<file path="config.mk">
export PLATFORM = sky130hd
export DESIGN_NAME = voice_queue_controller
export DESIGN_NICKNAME = d
export VERILOG_FILES = /design/src/rtl/voice_pkg.sv /design/src/rtl/voice_fifo.sv /design/src/rtl/voice_queue_controller.sv
export SDC_FILE = /design/constraint.sdc
export NUM_CORES = 1
export LEC_CHECK = 0
export CAP_MARGIN = 5
export CELL_PAD_IN_SITES_DETAIL_PLACEMENT = 1
export CELL_PAD_IN_SITES_GLOBAL_PLACEMENT = 1
export CORE_MARGIN = 3
export CORE_UTILIZATION = 40
export DETAILED_ROUTE_END_ITERATION = 10
export PLACE_DENSITY_LB_ADDON = 0.1
export SYNTH_ARGS = -nofsm -noshare
export SYNTH_HDL_FRONTEND = slang
export SYNTH_HIERARCHICAL = 1
export SYNTH_SLANG_ARGS = --single-unit
</file>
<file path="constraint.sdc">
create_clock -name Clk -period 7.5 [get_ports Clk]
set_clock_uncertainty 0.2 [all_clocks]
set_input_delay 1.5 -clock Clk [delete_from_list [all_inputs] [get_ports Clk]]
set_output_delay 1.5 -clock Clk [all_outputs]
set_load 0.005 [all_outputs]
</file>
<file path="src/rtl/voice_pkg.sv">
// Shared register map, CTRL/STATUS bit positions and FSM state types for the
// voice queue controller.
package voice_pkg;

   localparam logic [1:0] REG_PUSH   = 2'd0;
   localparam logic [1:0] REG_STATUS = 2'd1;
   localparam logic [1:0] REG_CTRL   = 2'd2;
   localparam logic [1:0] REG_CLR    = 2'd3;

   localparam int CTRL_EN    = 0;
   localparam int CTRL_FLUSH = 1;
   localparam int CTRL_IRQ   = 2;

   localparam int ST_OVF   = 15;
   localparam int ST_PLAY  = 14;
   localparam int ST_FULL  = 13;
   localparam int ST_EMPTY = 12;

   typedef enum logic {
      B_IDLE,
      B_ACK
   } bus_state_t;

   typedef enum logic [1:0] {
      P_IDLE,
      P_START,
      P_WAIT
   } play_state_t;

endpackage

</file>
<file path="src/rtl/voice_fifo.sv">
// Phoneme FIFO: pointers wrap modulo DEPTH; a push while full is accepted
// only when a pop happens in the same cycle.
module voice_fifo #(
   parameter int DEPTH = 16,
   parameter int PH_W  = 8
) (
   input  logic                       clk,
   input  logic                       rst_n,
   input  logic                       push,
   input  logic                       pop,
   input  logic                       flush,
   input  logic [PH_W-1:0]            wdata,
   output logic [PH_W-1:0]            rdata,
   output logic                       full,
   output logic                       empty,
   output logic [$clog2(DEPTH):0]     count
);

   localparam int AW = $clog2(DEPTH);
   localparam int CW = AW + 1;

   logic [PH_W-1:0] mem [DEPTH];
   logic [AW-1:0]   wr_ptr;
   logic [AW-1:0]   rd_ptr;
   logic            do_push;
   logic            do_pop;

   assign full    = (count == CW'(DEPTH));
   assign empty   = (count == '0);
   assign do_pop  = pop && !empty;
   assign do_push = push && (!full || do_pop);
   assign rdata   = mem[rd_ptr];

   always_ff @(posedge clk or negedge rst_n) begin
      if (!rst_n) begin
         wr_ptr <= '0;
         rd_ptr <= '0;
         count  <= '0;
      end else if (flush) begin
         wr_ptr <= '0;
         rd_ptr <= '0;
         count  <= '0;
      end else begin
         if (do_push) wr_ptr <= wr_ptr + AW'(1);
         if (do_pop)  rd_ptr <= rd_ptr + AW'(1);
         case ({do_push, do_pop})
            2'b10:   count <= count + CW'(1);
            2'b01:   count <= count - CW'(1);
            default: count <= count;
         endcase
      end
   end

   // storage needs no reset; pointers define what is valid
   always_ff @(posedge clk) begin
      if (do_push && !flush) mem[wr_ptr] <= wdata;
   end

endmodule

</file>
<file path="src/rtl/voice_queue_controller.sv">
// 68000-bus register front end, phoneme FIFO and playback sequencer.
//  state   | meaning
//  B_IDLE  | waiting for select + AS_L low; access executes on leaving
//  B_ACK   | DTACK asserted, read data held until AS_L rises
//  P_IDLE  | waiting for enable, data and synthesizer not busy; pops head
//  P_START | one-cycle start pulse to the synthesizer
//  P_WAIT  | phoneme in flight until the finish pulse
module voice_queue_controller
   import voice_pkg::*;
#(
   parameter int DEPTH = 16,
   parameter int PH_W  = 8
) (
   input  logic             Clk,
   input  logic             Reset_L,
   input  logic             VoiceSelect_H,
   input  logic             AS_L,
   input  logic             LDS_L,
   input  logic             RW,
   input  logic [1:0]       RegAddr,
   input  logic [15:0]      DataIn,
   output logic [15:0]      DataOut,
   output logic             VoiceDtack_L,
   output logic [PH_W-1:0]  phoneme_sel,
   output logic             start_phoneme_output,
   input  logic             phoneme_speech_busy,
   input  logic             phoneme_speech_finish,
   output logic             Voice_IRQ_L
);

   localparam int CW = $clog2(DEPTH) + 1;

   bus_state_t  bus_state, bus_next;
   play_state_t play_state, play_next;

   logic            access;
   logic            wr_en;
   logic            push;
   logic            pop;
   logic            flush;
   logic            full;
   logic            empty;
   logic [CW-1:0]   count;
   logic [PH_W-1:0] head;
   logic            enable;
   logic            irq_en;
   logic            overflow;
   logic [15:0]     status;
   logic [15:0]     rd_data;
   logic [15:0]     data_q;
   logic            unused_bits;

   assign unused_bits = ^DataIn;

   assign access = (bus_state == B_IDLE) && VoiceSelect_H && !AS_L;
   assign wr_en  = access && !RW && !LDS_L;
   assign push   = wr_en && (RegAddr == REG_PUSH);
   assign flush  = wr_en && (RegAddr == REG_CTRL) && DataIn[CTRL_FLUSH];

   voice_fifo #(.DEPTH(DEPTH), .PH_W(PH_W)) u_fifo (
      .clk   (Clk),
      .rst_n (Reset_L),
      .push  (push),
      .pop   (pop),
      .flush (flush),
      .wdata (DataIn[PH_W-1:0]),
      .rdata (head),
      .full  (full),
      .empty (empty),
      .count (count)
   );

   always_ff @(posedge Clk or negedge Reset_L) begin
      if (!Reset_L) begin
         bus_state  <= B_IDLE;
         play_state <= P_IDLE;
      end else begin
         bus_state  <= bus_next;
         play_state <= play_next;
      end
   end

   always_comb begin
      bus_next = bus_state;
      case (bus_state)
         B_IDLE:  if (VoiceSelect_H && !AS_L) bus_next = B_ACK;
         B_ACK:   if (AS_L) bus_next = B_IDLE;
         default: bus_next = B_IDLE;
      endcase
   end

   always_comb begin
      play_next = play_state;
      pop       = 1'b0;
      case (play_state)
         P_IDLE: begin
            if (enable && !empty && !phoneme_speech_busy) begin
               pop       = 1'b1;
               play_next = P_START;
            end
         end
         P_START: play_next = P_WAIT;
         P_WAIT:  if (phoneme_speech_finish) play_next = P_IDLE;
         default: play_next = P_IDLE;
      endcase
   end

   always_comb begin
      status           = '0;
      status[ST_OVF]   = overflow;
      status[ST_PLAY]  = (play_state != P_IDLE);
      status[ST_FULL]  = full;
      status[ST_EMPTY] = empty;
      status[8:0]      = 9'(count);
   end

   always_comb begin
      rd_data = '0;
      case (RegAddr)
         REG_STATUS: rd_data = status;
         REG_CTRL: begin
            rd_data[CTRL_EN]  = enable;
            rd_data[CTRL_IRQ] = irq_en;
         end
         default: rd_data = '0;
      endcase
   end

   always_ff @(posedge Clk or negedge Reset_L) begin
      if (!Reset_L) begin
         data_q      <= '0;
         enable      <= 1'b0;
         irq_en      <= 1'b0;
         overflow    <= 1'b0;
         phoneme_sel <= '0;
      end else begin
         if (access) data_q <= RW ? rd_data : 16'h0000;
         if (wr_en && (RegAddr == REG_CTRL)) begin
            enable <= DataIn[CTRL_EN];
            irq_en <= DataIn[CTRL_IRQ];
         end
         // a pop in the same cycle frees the slot, so only a pop-less push overflows
         if (wr_en && (RegAddr == REG_CLR)) overflow <= 1'b0;
         else if (push && full && !pop)     overflow <= 1'b1;
         if (pop) phoneme_sel <= head;
      end
   end

   assign VoiceDtack_L         = (bus_state != B_ACK);
   assign DataOut              = (bus_state == B_ACK) ? data_q : 16'h0000;
   assign start_phoneme_output = (play_state == P_START);
   assign Voice_IRQ_L          = !(irq_en && empty && (play_state == P_IDLE));

endmodule

</file>
* Yosys cells after proc, flatten, opt, wreduce, memory -nomap -nowiden *
Memory sizes are Yosys's and may differ from the RTL's. A register that Yosys moved wholly into a read port is not among the register bits.
Cells that the tools add are included.
Widths: inputs -> output; s select.

word-level totals
  register bits after elaboration = 35
  bits in writable memories = 128
  memories kept = 1

operators by class
  bitwise logic cells = 1
  equal/unequal tests = 10
  $add $sub $neg = 4
  multiplexer cells = 24
  reductions and logical operators = 38

memories
  memory      depth  width  rd ports  clocked after Yosys merged registers in  wr ports  RTL line          source
  u_fifo.mem  16     8      1         1                                        1         voice_fifo.sv:22  logic [PH_W-1:0] mem [DEPTH];

operator list
  cell                 count
  $mux 16              2
  $logic_and 1x1->1    18
  $mux 4               4
  $mux 13              1
  $logic_not 1->1      10
  $pmux 5 s2           1
  $mux 1               9
  $add 4x1->4 const B  2
  $eq 2x2->1 const B   4
  $reduce_bool 2->1    4
  $eq 2x1->1 const B   3
  $pmux 1 s2           3
  $pmux 2 s3           1
  $add 5x1->5 const B  1
  $eq 5x5->1 const B   1
  $logic_not 5->1      1
  $mux 5               1
  $sub 5x1->5 const B  1
  $logic_not 2->1      2
  $mux 2               2
  $ne 2x2->1 const B   2
  $reduce_bool 3->1    1
  $reduce_and 2->1     1
  $logic_or 1x1->1     1
  $not 1->1            1

* Logic depth before layout (Yosys ltp) *
Gate-level depths: netlist of the first run.

  depth in word-level cells = 12
  mapped depth = 14

* Modules after synthesis *
The synthesis of the first run kept the hierarchy.

by module, submodules not included
  module                  times used  cells an instance  area an instance (µm²)
  voice_fifo              1           291                5791.8
  voice_queue_controller  1           111                1168.6

* Least setup slack after synthesis of the first run *
OpenSTA, ideal clock, no wires.

  kind = input-to-reg
  start point = input port RegAddr[0]
  end point = register u_fifo.count[4]
  data required time = 7.170 ns
  path buffers = 0
  slack = 3.439 ns
  arrival = 3.731 ns
  cell stages on the path = 12
  cells stage by stage = inv_1 ha_1 and3_2 nand2b_1 a21oi_1 inv_1 fa_1 nand2b_1 a21oi_1 mux2_2 a32oi_1 a21oi_1

on the way
  longest elaborated chain between the ends = 6

RTL lines
  what                                      RTL line                      source
  start, declared                           voice_queue_controller.sv:20  input logic [1:0] RegAddr,
  $logic_not 2->1 (*)                       voice_queue_controller.sv:57  assign push = wr_en && (RegAddr == REG_PUSH);
  $logic_and 1x1->1 (*)                     voice_queue_controller.sv:57
  via push                                  voice_queue_controller.sv:38  logic push;
  $logic_and 1x1->1 (*)                     voice_fifo.sv:31              assign do_push = push && (!full || do_pop);
  $eq 2x1->1 or $eq 2x2->1 (tied branches)  voice_fifo.sv:46              case ({do_push, do_pop})
  $pmux 5 s2                                voice_fifo.sv:46
  $mux 5                                    voice_fifo.sv:39              end else if (flush) begin
  end signal, assigned                      voice_fifo.sv:47              2'b10: count <= count + CW'(1);
  end signal, assigned                      voice_fifo.sv:48              2'b01: count <= count - CW'(1);
  end signal, assigned                      voice_fifo.sv:49              default: count <= count;
  end, declared                             voice_fifo.sv:16              output logic [$clog2(DEPTH):0] count

The timed path passes the listed nets; every way through them passes the cells marked *.
A chain may end at the register's enable or synchronous reset.

* Worst setup path after layout of the first run *
  start point = input port phoneme_speech_busy
  end point = register u_fifo.count[4]

on the way
  longest elaborated chain between the ends = 10

RTL lines
  what                                      RTL line                      source
  start, declared                           voice_queue_controller.sv:26  input logic phoneme_speech_busy,
  $logic_not 1->1 (*)                       voice_queue_controller.sv:97  if (enable && !empty && !phoneme_speech_busy) begin
  $logic_and 1x1->1 (*)                     voice_queue_controller.sv:97
  $mux 1 (*)                                voice_queue_controller.sv:97
  $mux 1 (*)                                voice_queue_controller.sv:95  case (play_state)
  $logic_and 1x1->1 (*)                     voice_fifo.sv:30              assign do_pop = pop && !empty;
  $logic_or 1x1->1                          voice_fifo.sv:31
  $logic_and 1x1->1                         voice_fifo.sv:31
  $eq 2x1->1 or $eq 2x2->1 (tied branches)  voice_fifo.sv:46
  $pmux 5 s2                                voice_fifo.sv:46
  $mux 5                                    voice_fifo.sv:39

Mark *: on every way between the ends. The rest lies on a longest branch, timed or not.

==> metrics, run 1 <==
status=finished clean; maximum VDD drop=0.000154 V; sequential-to-total area share from yosys stat=68.2%; post-CTS sizing=0; Initial Utilization=a little over 40%; worst slew pin tran=roughly 0.91 ns; clock buffer depth=2; CP Data Required Time=between 7 and 8 ns; Top FF cell, synth=edfxtp_1; Fin Setup TNS=0 ns; Compound-Gate Fraction of Synth Area=2.61%; Cells after Synth=402; Clock power frac=34.1%; layout cells sized above 1=a little under 20%; post-layout min period=~4.8 ns; metal2 WL=6290 um; cell count after placement=643; vias in the first global route=3,706; initial antenna violation count=0; LEAKAGE=2.85 nW; largest net degree at the start of global routing=37; total power=2.51 mW; commonest non-fill, non-tap cell in the layout=edfxtp_1; slew margin rel.=39.0%; synth-to-layout area growth=15.9%; CTS H-tree lvls=4; Slew Viols, Final=0; # port buffers=37; DRT antenna net count=0; highest routed layer=met4; xor and xnor area share after synthesis=1.01%; # rows=47; pre-CTS setup slack=2.27 ns; fin cells=675; Hold Worst Slack=0.262 ns; worst hold path class=reg -> reg; initial DRC count=207; Die W=138 um; Synth warnings=6; max_cap viols=0; Sw Pwr=between 700 and 800 uW; Final period util=a little under two thirds; postcts setup bufs=0; Clk Tree Root Cell=clkbuf_16; via count=approximately 3.6k; Synth Cell Area=6960 um^2; DIE HEIGHT=138 um; ys async rst share=a little over a fifth; first-pass GRT wire length=~22,000 um; clock sink count=164; Wirelength per Cell=20.6 um; sequential fraction of design power=45.4%; CTS tree=yes; CP startpoint kind=input pin; Comb power frac=20.5%; DRC=0; syn avg cell area=17.3 um^2; Clock Latency Late Sink=0.42 ns; critical path arrival=4.85 ns; io pins=53; Synth Area in Adders=2.44%; die area=19,000 um^2; worst-path maximum fanout=14; post-synthesis mux area share=15.7%; Final Wtd Congestion=0.726; metal3 WL=between 500 and 600 um; Setup Crit Path Kind=in -> reg; Post-Route Utilization=48.0%; commonest cells after routing, fill and taps aside=edfxtp_1 (128), nor2_1 (41), clkdlybuf4s50_1 (36), dfrtp_1 (34), mux4_2 (30); Global Route Usage Sum=15.9%; Pwr Density=311 nW/um^2; number of nets in the layout=approximately 480; Num CTS Buffers=17; worst setup margin=roughly 2.7 ns; Net Sw Frac=28.0%; ant diodes=0; post-synthesis simple-gate area fraction=6.88%; CP endpoint kind=flip-flop; final setup fails=0; post-route cell area=between 8000 and 9000 um^2; Reg clk slew, reported paths=approximately 0.060 ns; max frequency=210 MHz; largest family of logic cells by synthesized area=multiplexers; RSZ-0062 raised after global routing=no; Vias per Instance=5.27; Cell Int Power=1.81 mW; met1 WL=6960 um; #FFs+latches synth=between 150 and 200; routed wire length=13,900 um; core area=roughly 17,000 um^2; Final Hold Fails=0; CTS hold repair buffers=0; First-pass DRT Iterations=4; Placed Area=7470 um^2; Post-DP HPWL=about 9400 um; grt total ovfl=0; post-synth cell types=between 40 and 50; number of flops mapped to enable cells by yosys=128
==> sequential cells by signal, summed over array words and instances (netlist names) <==
register / cells
bus_state: 1
data_q: 9
enable: 1
irq_en: 1
overflow: 1
phoneme_sel: 8
play_state: 2
u_fifo/count: 5
u_fifo/mem: 128
u_fifo/rd_ptr: 4
u_fifo/wr_ptr: 4
==> synthesized netlist by cell type, types with 2 or more instances <==
cell type	instances	area [um^2]
nand3_1	6	30.0
mux2_2	11	124
mux4_2	30	676
o21ai_0	2	10.0
a21oi_1	6	30.0
and3_2	2	15.0
or3_1	3	18.8
inv_1	14	52.6
buf_4	8	60.1
ha_1	12	150
xor2_1	3	26.3
xnor2_1	5	43.8
a22oi_1	2	15.0
a21o_1	3	22.5
and2_1	9	56.3
mux4_1	10	263
mux2i_1	3	30.0
nor2_1	41	154
a211oi_1	2	15.0
nand2_1	23	86.3
clkbuf_1	9	33.8
dfrtp_1	36	901
o31ai_1	4	30.0
nand2b_1	2	12.5
a31o_2	2	17.5
edfxtp_1	128	3840
buf_6	6	67.6
and3_1	2	12.5
==> logic make-up after synthesis <==
| family | Yosys count |
|---|---|
| other cells | 1 |
| simple gates | 98 |
| compound gates | 26 |
| buf+inv | 38 |
| xor+xnor | 8 |
| fa+ha+maj | 13 |
| mux | 54 |
| flops | 164 |
==> metal layers <==
layer	GRT usage [%]	up-vias
li1	-	1611
met3	3.92	13
met4	4.61	0
met1	23.9	1861
met2	23.0	72
met5	0	-
==> power groups by stage <==
| stage | logic, mW | registers [mW] | clock network, mW |
|---|---|---|---|
| floorplan | 0.417 | 1.09 | 0 |
| global placement | 0.511 | 1.16 | 0 |
| detailed placement | 0.522 | 1.16 | 0 |
| CTS | 0.524 | 1.14 | 0.883 |
| global route | 0.564 | 1.15 | 0.920 |
| finish | 0.515 | 1.14 | 0.855 |
==> area by class of cell <==
cell class	instances	area, um^2
fillers	1630	8750
well taps	220	275
multi-input cells	206	2020
clock buffers	17	425
repair buffers	39	380
flip-flops and latches	164	4750
inverters	14	52.6
clock inverters	15	168
==> worst paths after layout <==
| path | slack (ns) | cells past startpoint | end | from |
|---|---|---|---|---|
| max in group asynchronous | 5.52 | 1 | u_fifo/rd_ptr[1] | Reset_L |
| max | 2.75 | 12 | u_fifo/count[4] | phoneme_speech_busy |
| min in group asynchronous | 0.98 | 1 | phoneme_sel[3] | Reset_L |
| min | 0.26 | 2 | data_q[12] | data_q[12] |
| min reg2reg | 0.26 | 2 | data_q[12] | data_q[12] |
| max reg2reg | 3.43 | 13 | u_fifo/count[4] | u_fifo/count[0] |
==> worst max-delay path, cell delays in order <==
cell and delay (ns):
clkdlybuf4s50_1 0.43, nor2_1 0.17, and3_1 0.63, nand2b_1 0.17, a21oi_1 0.39, inv_1 0.11
fa_1 0.41, nand2b_1 0.16, a21oi_1 0.28, mux2_2 0.38, a32oi_1 0.14, a21oi_1 0.08
Power figures use the tool's default switching activity.
==> run 2, diff against run 1 <==
==> constraint.sdc (replaced) <==
create_clock -name Clk -period 3.95 [get_ports Clk]
set_clock_uncertainty 0.2 [all_clocks]
set_input_delay 0.79 -clock Clk [delete_from_list [all_inputs] [get_ports Clk]]
set_output_delay 0.79 -clock Clk [all_outputs]
set_load 0.005 [all_outputs]
==> run 2 against run 1 <==
Compared with the run above: clock power up 88%; worst hold slack lost 0.0028 ns; non-clock buffer count rose by 25; worst setup slack got worse by 2.3 ns; first-iteration DRC count unchanged; largest power group unchanged; critical path depth is 2 higher; critical endpoint unchanged; largest cell class unchanged.
==> metrics, run 2 (synthesis gave the netlist of run 1 again) <==
CP Data Required Time=4.10 ns (-3.50 ns); Vias per Instance=5.20 (-1.3%); slew margin rel.=40.8% (+1.8 points); post-route cell area=8250 um^2 (+2.2%); Final Wtd Congestion=0.719 (-0.87%); First-pass DRT Iterations=4 (unchanged); synth-to-layout area growth=18.5%; maximum VDD drop=0.000341 V (+120%); Final Hold Fails=0 (unchanged); Placed Area=7660 um^2 (+2.5%); Wirelength per Cell=20.6 um (about the same); LEAKAGE=2.99 nW (+4.6%); DRC=0 (unchanged); DIE HEIGHT=138 um (unchanged); ant diodes=0 (unchanged); max frequency=285 MHz; Clock Latency Late Sink=0.43 ns (about the same); Post-DP HPWL=9850 um (+4.9%); R2R Setup Slk=0.44 ns (-2.99 ns); status=finished clean; via count=3,641 (+2.4%); routed wire length=14,400 um (+3.7%); commonest non-fill, non-tap cell in the layout=edfxtp_1; Hold Path Origin=data_q[12]; Initial Utilization=41.4% (unchanged); Global Route Usage Sum=16.8% (+0.94 points); largest registers=u_fifo/mem (128), data_q (9), phoneme_sel (8); vias in the first global route=3,908 (+5.5%); first-pass GRT wire length=22,900 um (+5.4%); die area=19,000 um^2 (unchanged); max reg flops=128 (unchanged); critical path startpoint=u_fifo/count[0]; Setup Crit Path Kind=reg -> reg; max_cap viols=0 (unchanged); Fin Setup TNS=0 ns (unchanged); Num CTS Buffers=17 (unchanged); CTS hold repair buffers=0 (unchanged); initial antenna violation count=0 (unchanged); number of nets in the layout=506 (+5.2%); final setup fails=0 (unchanged); # rows=47 (unchanged); Reg clk slew, reported paths=0.06 ns (about the same); # port buffers=37 (unchanged); io pins=53 (unchanged); Final period util=between 80% and 90%; Pwr Density=580 nW/um^2 (+86%); pre-CTS setup slack=0.0401 ns (-2.23 ns); worst setup margin=0.440 ns (-2.31 ns); critical path arrival=3.66 ns (-1.19 ns); commonest cells after routing, fill and taps aside=edfxtp_1 (128), nor2_1 (41), clkdlybuf4s50_1 (36), dfrtp_1 (35), mux4_2 (30); Die W=138 um (unchanged); clock buffer depth=2 (unchanged); fin cells=700 (+3.7%); worst hold path class=reg -> reg; CTS tree=yes; CP startpoint kind=flip-flop; capture point of the worst reg-to-reg path=u_fifo/count[4]; postcts setup bufs=0 (unchanged); Clk Tree Root Cell=clkbuf_16; post-CTS sizing=0 (unchanged); post-layout min period=between 3 and 4 ns; Slew Viols, Final=0 (unchanged); CP endpoint kind=flip-flop; worst-path maximum fanout=6 (-8); largest net degree at the start of global routing=37 (unchanged); hold depth=2 (unchanged); layout cells sized above 1=23.5% (+4.2 points); Register-to-Register Path Depth=14 (+1); grt total ovfl=0 (unchanged); Top reg by flops=u_fifo/mem; CTS H-tree lvls=4 (unchanged); core area=16,800 um^2 (unchanged); worst slew pin tran=0.889 ns (-0.0230 ns); RSZ-0062 raised after global routing=no; DRT antenna net count=0 (unchanged); Setup crit end=u_fifo/count[4]; cell count after placement=668 (+3.9%); initial DRC count=207 (unchanged); r2r startpoint=u_fifo/count[0]; clock sink count=164 (unchanged)
-- run 2: cell types whose count changed in the layout (fill, tap and decap cells not counted), sizes merged --
| cell | before | now |
|---|---|---|
| inv | 21 | 20 |
| clkinvlp | 2 | 3 |
| buf | 3 | 28 |
| clkbuf | 17 | 18 |
| clkinv | 5 | 4 |
-- run 2: metal layers --
layer / vias to the layer above / part of all wire, % / GRT usage (%)
li1: 1662 / - / -
met1: 1896 / 49 / 24.2
met2: 63 / 46 / 25.1
met3: 20 / 3.5 / 3.77
met4: 0 / 1.7 / 6.42
met5: - / 0 / 0
-- run 2: cell type report --
class | instances | area (um^2)
clock buffer | 18 | 439
clock inverter | 14 | 145
fill | 1613 | 8570
inverter | 14 | 52.6
multi-input combinational | 206 | 2020
sequential | 164 | 4750
tap | 220 | 275
timing repair buffer | 64 | 568
-- run 2: how the worst min path moves through the flow --
stage               slack (ns)    endpoint
floorplan                 0.23  data_q[12]
global placement          0.25  data_q[12]
detailed placement        0.25  data_q[12]
CTS                       0.26  data_q[12]
global route              0.30  data_q[12]
finish                    0.26  data_q[12]
-- run 2: where the power goes --
group          switching [mW]  internal, mW  total (mW)
clock                   0.707         0.903        1.61
combinational           0.505         0.589        1.09
sequential              0.116          1.96        2.08
-- run 2: per-stage QoR --
step | total power, mW | utilization, % | hold WS, ns
floorplan | 2.86 | - | 0.230
global placement | 3.19 | 45.6 | 0.248
detailed placement | 3.23 | 45.6 | 0.248
CTS | 4.86 | 49.0 | 0.263
global route | 5.03 | 49.0 | 0.298
finish | 4.78 | 49.0 | 0.259
-- run 2: worst max-delay path: stages (launching register included) --
cell and delay (ns):
dfrtp_1 0.46, or4_4 0.59, nor2_1 0.24, nor2_1 0.11, and3_1 0.22, nand2b_1 0.11, a21oi_1 0.06, buf_4 0.17
ha_1 0.30, nor2_1 0.13, a21oi_1 0.07, buf_4 0.15, or3_1 0.31, a21o_1 0.17, a21oi_1 0.14
==> run 3, diff against run 2 <==
--- a/config.mk
+++ b/config.mk
@@ -12,6 +12,7 @@
 export CORE_UTILIZATION = 40
 export DETAILED_ROUTE_END_ITERATION = 10
 export PLACE_DENSITY_LB_ADDON = 0.1
+export REMOVE_ABC_BUFFERS = 1
 export SYNTH_ARGS = -nofsm -noshare
 export SYNTH_HDL_FRONTEND = slang
 export SYNTH_HIERARCHICAL = 1
==> run 3 against run 2 <==
Compared with the run above: via count about the same; worst setup slack got worse by 0.083 ns; cell area is 0.27% higher; first-iteration DRC count rose by 4.3%; combinational power about the same; sequential cell count is the same; non-clock buffer count fell by 2; sequential share of layout area decreased by 0.16 points; clock-buffer cell count up 2; critical path depth is 1 lower; global-route usage is 0.39 points lower; fmax decreased by 2.3%; critical endpoint unchanged.
==> metrics, run 3 (synthesis gave the netlist of run 1 again) <==
Worst path most repeated cell=a21oi_1; WP buf/inv=1 (-1); met1 WL=7070 um (-0.17%); # rows=47 (unchanged); Slew Viols, Final=0 (unchanged); status=finished clean; CP startpoint kind=flip-flop; slew margin rel.=40.1% (-0.62 points); initial antenna violation count=0 (unchanged); layout cells sized above 1=22.6% (-0.95 points); maximum VDD drop=0.000318 V (-6.5%); ant diodes=0 (unchanged); commonest cells after routing, fill and taps aside=edfxtp_1 (128), nor2_1 (41), clkdlybuf4s50_1 (36), dfrtp_1 (35), mux4_2 (30); Num CTS Buffers=17 (unchanged); Clock Latency Late Sink=0.42 ns (about the same); DRT antenna net count=0 (unchanged); final setup fails=0 (unchanged); largest registers=u_fifo/mem (128), data_q (9), phoneme_sel (8); Final period util=91.0% (+2.1 points); routed wire length=14,200 um (-1.4%); vias in the first global route=3,810 (-2.5%); Vias per Instance=5.21 (+0.26%); Final Hold Fails=0 (unchanged); critical path arrival=3.68 ns (+0.02 ns); grt total ovfl=0 (unchanged); io pins=53 (unchanged); post-CTS sizing=0 (unchanged); highest routed layer=met4; Final Wtd Congestion=0.744 (+3.4%); Slowest-stage cell, CP=or4_4; cell breakdown of the critical path=or4_4 > nor2_1 > nor2_1 > and3_1 > nand2b_1 > a21oi_1 > buf_4 > ha_1 > nand2b_1 > a21oi_1 > mux2_2 > a32oi_1 > a21oi_1; CP Data Required Time=4.04 ns (-0.06 ns); post-layout min period=3.59 ns (+0.0829 ns); slowest stage delay, CP=0.59 ns (about the same); worst slew pin tran=0.898 ns (+0.00926 ns); max reg flops=128 (unchanged); Reg clk slew, reported paths=0.06 ns (about the same); Setup Crit Path Kind=reg -> reg; core area=16,800 um^2 (unchanged); Post-DP HPWL=9610 um (-2.4%); # port buffers=37 (unchanged); postcts setup bufs=0 (unchanged); metal3 WL=641 um (+27%); number of nets in the layout=504 (-0.40%); Post-Route Utilization=49.2% (+0.13 points); CTS H-tree lvls=4 (unchanged); clock buffer depth=2 (unchanged); Pwr Density=590 nW/um^2 (+1.8%); LEAKAGE=2.99 nW (about the same); max_cap viols=0 (unchanged); die area=19,000 um^2 (unchanged); initial DRC count=216 (+4.3%); Hold Worst Slack=0.260 ns (+0.000372 ns); pre-CTS setup slack=-0.0218 ns (-0.0619 ns); Global Route Usage Sum=16.4% (-0.39 points); max frequency=278 MHz (-2.3%); Top reg by flops=u_fifo/mem; total power=4.88 mW (+2.1%); family with the most delay on the worst path=simple AND/OR/NAND/NOR gates; Fin Setup TNS=0 ns (unchanged); via count=3,640 (-0.027%); largest net degree at the start of global routing=37 (unchanged); CTS tree=yes; Clk Tree Root Cell=clkbuf_16; clock sink count=164 (unchanged); Die W=138 um (unchanged); worst hold path class=reg -> reg; worst-path maximum fanout=6 (unchanged); synth-to-layout area growth=18.8%; metal2 WL=6350 um (-3.7%); RSZ-0062 raised after global routing=no; DIE HEIGHT=138 um (unchanged); DRC=0 (unchanged); Initial Utilization=41.4% (unchanged); worst setup margin=0.357 ns (-0.0829 ns); CP endpoint kind=flip-flop; first-pass GRT wire length=22,400 um (-2.1%); commonest non-fill, non-tap cell in the layout=edfxtp_1; First-pass DRT Iterations=5 (+1); fillers=1,624 (+0.68%); Wirelength per Cell=20.4 um (-1.1%); CTS hold repair buffers=0 (unchanged)
-- run 3: cell count changes in the layout (fill, tap and decap cells not counted), sizes merged --
cell,previous run,this run
buf,28,26
clkbuf,18,20
inv,20,19
clkinv,4,1
bufinv,1,3
-- run 3: area by class of cell --
cell class	count	area, um^2	area share (%)
Tap cell	220	275	3.33
Sequential cell	164	4750	57.4
Multi-Input combinational cell	206	2020	24.4
Timing Repair Buffer	62	566	6.84
Clock inverter	12	173	2.09
Inverter	14	52.6	0.636
Clock buffer	20	437	5.28
-- run 3: where the power goes --
| group | switching [mW] | internal (mW) |
|---|---|---|
| Combinational | 0.473 | 0.596 |
| Clock | 0.694 | 1.01 |
| Sequential | 0.143 | 1.96 |
-- run 3: worst min-delay path, cell delays in order (launching register included) --
cell,delay [ns]
dfrtp_1,0.33
nand2_1,0.05
nand2_1,0.05
-- run 3: final timing paths --
kind                            startpoint               end  cells after the start  slack, ns
min in group asynchronous          Reset_L    phoneme_sel[4]                      1       0.29
max in group asynchronous          Reset_L  u_fifo/rd_ptr[0]                      1       2.62
max                        u_fifo/count[0]   u_fifo/count[4]                     13       0.36
min                             data_q[12]        data_q[12]                      2       0.26
max reg2reg                u_fifo/count[0]   u_fifo/count[4]                     13       0.36
min reg2reg                     data_q[12]        data_q[12]                      2       0.26
-- run 3: through the flow --
stage / cell area, um^2 / cells
finish: 8270 / 698
CTS: 8270 / 698
global route: 8270 / 698
global placement: 7660 / 666
floorplan: 6820 / 384
detailed placement: 7660 / 666
-- run 3: per-layer routing --
metal  track usage [%]  up-vias
met5                 0        -
met3              4.14       11
met2              23.8       73
met1              24.6     1899
li1                  -     1657
met4              4.94        0
